--- src/rtl/seg7_pkg.sv ---
// Shared seven-segment constants for the Nexys 4 DDR display blocks.
// Segment patterns are active-low, seg[6:0] = G..A; anodes are active-low.
package seg7_pkg;

    localparam logic [6:0] SEG_0     = 7'h40;
    localparam logic [6:0] SEG_1     = 7'h79;
    localparam logic [6:0] SEG_2     = 7'h24;
    localparam logic [6:0] SEG_3     = 7'h30;
    localparam logic [6:0] SEG_4     = 7'h19;
    localparam logic [6:0] SEG_5     = 7'h12;
    localparam logic [6:0] SEG_6     = 7'h02;
    localparam logic [6:0] SEG_7     = 7'h78;
    localparam logic [6:0] SEG_8     = 7'h00;
    localparam logic [6:0] SEG_9     = 7'h10;
    localparam logic [6:0] SEG_BLANK = 7'h7F;

    localparam logic [7:0] AN_OFF = 8'hFF;
    localparam logic [7:0] AN_D0  = 8'hFE;
    localparam logic [7:0] AN_D1  = 8'hFD;

    localparam logic [7:0] BCD_MAX = 8'h99;

    // Saturate a nibble to a legal BCD digit.
    function automatic logic [3:0] clamp_digit(input logic [3:0] d);
        return (d > 4'd9) ? 4'd9 : d;
    endfunction

endpackage

--- src/rtl/bcd_to_seg7.sv ---
// Combinational BCD digit to active-low seven-segment pattern decoder.
// Ports: bcd [3:0] in, seg [6:0] out (G..A); non-BCD codes blank the digit.
module bcd_to_seg7
    import seg7_pkg::*;
(
    input  logic [3:0] bcd,
    output logic [6:0] seg
);

    always_comb begin
        seg = SEG_BLANK;
        case (bcd)
            4'd0:    seg = SEG_0;
            4'd1:    seg = SEG_1;
            4'd2:    seg = SEG_2;
            4'd3:    seg = SEG_3;
            4'd4:    seg = SEG_4;
            4'd5:    seg = SEG_5;
            4'd6:    seg = SEG_6;
            4'd7:    seg = SEG_7;
            4'd8:    seg = SEG_8;
            4'd9:    seg = SEG_9;
            default: seg = SEG_BLANK;
        endcase
    end

endmodule

--- src/rtl/mod100_down_display.sv ---
// Mod-100 BCD down counter stepped by rising edges of an asynchronous slow
// clock, with a two-digit multiplexed seven-segment display driver.
// Ports: clk, rst (async high), sclk_in, en, load, load_val[7:0] in;
//        count[7:0], zero, seg[6:0], dp, an[7:0] out.
module mod100_down_display
    import seg7_pkg::*;
#(
    parameter int REFRESH_DIV = 100000,
    parameter bit BLANK_LZ    = 1'b0
) (
    input  logic       clk,
    input  logic       rst,
    input  logic       sclk_in,
    input  logic       en,
    input  logic       load,
    input  logic [7:0] load_val,
    output logic [7:0] count,
    output logic       zero,
    output logic [6:0] seg,
    output logic       dp,
    output logic [7:0] an
);

    localparam int RW = (REFRESH_DIV > 2) ? $clog2(REFRESH_DIV) : 1;
    localparam logic [RW-1:0] REF_LAST = RW'(REFRESH_DIV - 1);

    logic          s1_q, s2_q, s_prev_q;
    logic          tick;
    logic [7:0]    count_q, count_d;
    logic          hit_q, hit_d;
    logic          zero_q, zero_d;
    logic [RW-1:0] ref_q, ref_d;
    logic          sel_q, sel_d;
    logic [6:0]    seg_q, seg_d;
    logic [7:0]    an_q, an_d;
    logic [3:0]    ones, tens, digit;
    logic [6:0]    dec_seg;
    logic          ref_wrap;

    assign ones = count_q[3:0];
    assign tens = count_q[7:4];
    assign tick = s2_q & ~s_prev_q;

    // Counter: load wins, otherwise a qualified tick steps down with borrow.
    always_comb begin
        count_d = count_q;
        hit_d   = 1'b0;
        if (load) begin
            count_d = {clamp_digit(load_val[7:4]),
                       clamp_digit(load_val[3:0])};
        end else if (tick && en) begin
            hit_d = (count_q == 8'h01);
            if (ones != 4'd0) begin
                count_d[3:0] = ones - 4'd1;
            end else if (tens != 4'd0) begin
                count_d = {tens - 4'd1, 4'd9};
            end else begin
                count_d = BCD_MAX;
            end
        end
    end

    // hit_q marks the edge that reached 00; zero follows one edge later.
    assign zero_d = hit_q;

    assign ref_wrap = (ref_q == REF_LAST);
    assign ref_d    = ref_wrap ? '0 : ref_q + RW'(1);
    assign sel_d    = sel_q ^ ref_wrap;
    assign digit    = sel_d ? tens : ones;

    bcd_to_seg7 u_dec (
        .bcd (digit),
        .seg (dec_seg)
    );

    // Outputs follow the next digit select so seg/an switch together.
    always_comb begin
        an_d  = sel_d ? AN_D1 : AN_D0;
        seg_d = dec_seg;
        if (BLANK_LZ && sel_d && (tens == 4'd0)) begin
            seg_d = SEG_BLANK;
        end
    end

    always_ff @(posedge clk or posedge rst) begin
        if (rst) begin
            s1_q     <= 1'b0;
            s2_q     <= 1'b0;
            s_prev_q <= 1'b0;
            count_q  <= BCD_MAX;
            hit_q    <= 1'b0;
            zero_q   <= 1'b0;
            ref_q    <= '0;
            sel_q    <= 1'b0;
            seg_q    <= SEG_BLANK;
            an_q     <= AN_OFF;
        end else begin
            s1_q     <= sclk_in;
            s2_q     <= s1_q;
            s_prev_q <= s2_q;
            count_q  <= count_d;
            hit_q    <= hit_d;
            zero_q   <= zero_d;
            ref_q    <= ref_d;
            sel_q    <= sel_d;
            seg_q    <= seg_d;
            an_q     <= an_d;
        end
    end

    assign count = count_q;
    assign zero  = zero_q;
    assign seg   = seg_q;
    assign an    = an_q;
    assign dp    = 1'b1;

endmodule
--- config.mk ---
export PLATFORM = sky130hd
export DESIGN_NAME = mod100_down_display
export DESIGN_NICKNAME = d
export VERILOG_FILES = /design/src/rtl/seg7_pkg.sv /design/src/rtl/bcd_to_seg7.sv /design/src/rtl/mod100_down_display.sv
export SDC_FILE = /design/constraint.sdc
export NUM_CORES = 1
export LEC_CHECK = 0
export CORE_UTILIZATION = 47
export CTS_CLUSTER_DIAMETER = 40
export CTS_CLUSTER_SIZE = 14
export DETAILED_ROUTE_END_ITERATION = 7
export GPL_TIMING_DRIVEN = 0
export PLACE_DENSITY = 0.84
export SYNTH_ARGS = -nofsm -noshare
export SYNTH_HDL_FRONTEND = slang
export SYNTH_SLANG_ARGS = --single-unit
--- constraint.sdc ---
create_clock -name clk -period 2.8 [get_ports clk]
set_input_delay 0.28 -clock clk [delete_from_list [all_inputs] [get_ports clk]]
set_output_delay 0.28 -clock clk [all_outputs]
set_load 0.01 [all_outputs]
==> results of run 1 <==
## Yosys cell counts (3+ instances only)
| cell type | count | area, um^2 |
|---|---|---|
| nor3_1 | 10 | 50.1 |
| xnor2_1 | 10 | 87.6 |
| nor2b_1 | 3 | 18.8 |
| nand3_1 | 8 | 40.0 |
| xor2_1 | 6 | 52.6 |
| dfrtp_1 | 27 | 676 |
| a31oi_1 | 5 | 31.3 |
| nor2_1 | 21 | 78.8 |
| buf_4 | 8 | 60.1 |
| mux2_2 | 3 | 33.8 |
| o21ai_0 | 13 | 65.1 |
| inv_1 | 7 | 26.3 |
| clkbuf_1 | 4 | 15.0 |
| dfstp_2 | 13 | 342 |
| nand2b_1 | 3 | 18.8 |
| mux2i_1 | 3 | 30.0 |
| nand2_1 | 18 | 67.6 |
| a21oi_1 | 10 | 50.1 |
## layout by cell type, fill, tap and decap left out, types with 3 or more instances in the layout
master and n:
a21oi_1 10, a31oi_1 5, buf_4 20, clkbuf_1 4, clkbuf_8 7, clkdlybuf4s50_1 30
conb_1 7, dfrtp_1 26, dfstp_2 13, inv_1 6, mux2i_1 3, nand2_1 18
nand2b_1 3, nand3_1 8, nor2_1 21, nor2b_1 3, nor3_1 10, o21ai_0 13
xnor2_1 10, xor2_1 6
## registers in the layout, indices dropped and copies added (netlist names)
register / cells
ref_q: 17
s_prev_q: 1
count: 8
s2_q: 1
zero: 1
hit_q: 1
seg: 7
sel_q: 1
an: 2
s1_q: 1
## power by group
part	leakage [nW]	total [mW]	switching, mW	internal [mW]
clock network	0.0510	0.390	0.193	0.196
logic	0.599	0.237	0.113	0.124
registers	0.485	0.646	0.0204	0.626
## worst paths after layout
path                                 from        to  slack (ns)  depth (start not counted)
worst max-delay path            ref_q[12]    seg[3]        0.12                          9
worst min-delay path                hit_q      zero        0.35                          0
worst max register to register  ref_q[12]    seg[3]        0.12                          9
worst min register to register      hit_q      zero        0.35                          0
max in group asynchronous             rst  ref_q[7]        1.81                          2
min in group asynchronous             rst      zero        0.46                          2
## per-stage QoR
step / setup WS (ns) / hold slack [ns] / instances / setup TNS, ns
floorplan: 0.0151 / 0.311 / 211 / 0
global placement: -0.284 / 0.332 / 291 / -0.963
detailed placement: -0.350 / 0.336 / 291 / -1.19
CTS: 0.0155 / 0.353 / 303 / 0
global route: 0.00929 / 0.358 / 310 / 0
finish: 0.123 / 0.351 / 310 / 0
## timing repair
action | 4_1_cts | 5_1_grt
pin swaps | 1 | 3
endpoints found under the setup margin | 4 | 4
hold endpoints to repair | 0 | 0
gates resized for setup | 4 | 6
buffers inserted | 4 | 8
## critical path: stages (launching register included)
cell and delay (ns):
dfrtp_1 0.41, or4b_4 0.57, nor4_4 0.28, buf_4 0.18, xnor2_4 0.18, mux2_4 0.35, ha_2 0.35, nor2b_1 0.05
mux2i_1 0.14, a31oi_1 0.09
## kinds of logic after synthesis
logic type	after synthesis
AND/OR/NAND/NOR	82
flip-flops	40
AO/OA/AOI/OAI	35
buffers and inverters	22
XOR/XNOR	17
multiplexers	6
adder cells (fa/ha/maj)	2
other	1
## layout make-up
type,count,area share [%]
sequential,40,38.3
buffer,13,3.34
clock inverter,2,0.377
timing repair buffer,42,14.7
multi-input combinational,149,36.6
inverter,8,1.22
clock buffer,6,3.11
tap,50,2.36
## metal layers
layer / part of all wire [%] / wire length [um] / vias to the layer above / global-route usage [%]
met5: 0 / 0 / - / 0
met4: 0.73 / 29 / 0 / 7.03
met3: 4.6 / 182 / 4 / 5.67
met2: 51 / 2020 / 43 / 33.9
met1: 44 / 1760 / 765 / 23.1
li1: - / - / 803 / -
==> reports/results.ini, run 1 <==
[status]
status = finished, final reports clean

[flow_run]
cap_violations = 0

[logic_synthesis]
synth_top_family_by_area = simple AND/OR/NAND/NOR gates
synth-adder-area-share_pct = 1.22
avgSynthCellArea_um2 = 9.99
synth_xor_area_share_pct = 7.64
synthSimpleGateAreaFrac_pct = 21.8
syn_area_mm2 = 0.00205
ys.flop_type = dfrtp_1
synth_edf_count = 0
ys_warn_count = 0
yosysUniqueCellTypes = 45
synth_cells = 205
synth_seq_area_share_pct = 49.7
yosys_register_bits = 40
async_reset_ff_share_pct = 100
muxShareOfSynthArea_pct = 3.12
synth_compound_area_share_pct = 9.90

[floorplan]
core_mm2 = 0.00409
die_width_um = 68.0
rows = 23
die_h_um = 68.0
ioPinCount = 38
die_area_mm2 = 0.00462
start_util_pct = 50.1

[route]
dr_total_vias = 1615
drt-vias-per-instance = 5.21
wl_per_cell_um = 12.9
antenna_left = 0
drc_errors = 0
drtPass1Iterations = 4
drtIter0Drc = 73
wirelength_mm = 3.99

[cts]
cts_made_buffers = 5
hold_buffers = 0
root_buffer = clkbuf_8
clock_path_buffers = 2
clock-sinks = 40
h-tree-depth = 2
cts_tree = yes
clk_latency_ns = 0.29
path_clk_slew_ns = 0.07

[pwr]
ir_drop_v = 0.000237
p_leak_nw = 1.13
power_density_mw_per_mm2 = 479
power.total_mw = 1.27

[cells_and_area]
seqCellArea_mm2 = 0.00102
final_util_pct = 65.0
final_nets = 274
multi_input_area_um2 = 971
n_fill_cell = 303
area_growth_pct = 29.8
n_antenna_cell = 0
drive_gt1_share_pct = 23.1
fin_area_mm2 = 0.00266

[global_route]
track_usage_pct = 19.7
first_global_vias = 1486
grt_pass1_wl_mm = 6.59
grt.overflow.total = 0
grt_max_degree = 41
grt_antenna_before_repair = 0

[critical_path]
critPathKind = register to register
path_max_fanout = 7
critPathArrivalTime_ns = 2.89
start_kind = register
cp-end-kind = register
cp.required_ns = 3.01

[sta]
tightest_slew_ns = 0.786
rsz0062_at_grt = false
max_freq_mhz = 374
min_period_over_period_pct = 95.6
hold_viol_final = 0
finClkSkew_ns = 0.00346
slew_headroom_pct = 47.5
slew_violations = 0
finalCriticalPeriod_ns = 2.68
setup_violations = 0

[place]
portBuffers = 30
hpwl_mm = 2.73
place_area_mm2 = 0.00243
gp_congestion = 0.752

[min_path]
min_path_type = register to register

Power figures use the tool's default switching activity.
==> inputs of run 2 (changes only) <==
SKIP_LAST_GASP = 1   (was not set)
==> results of run 2 <==
Final layout, timing and power as in run 1 (identical DEF).
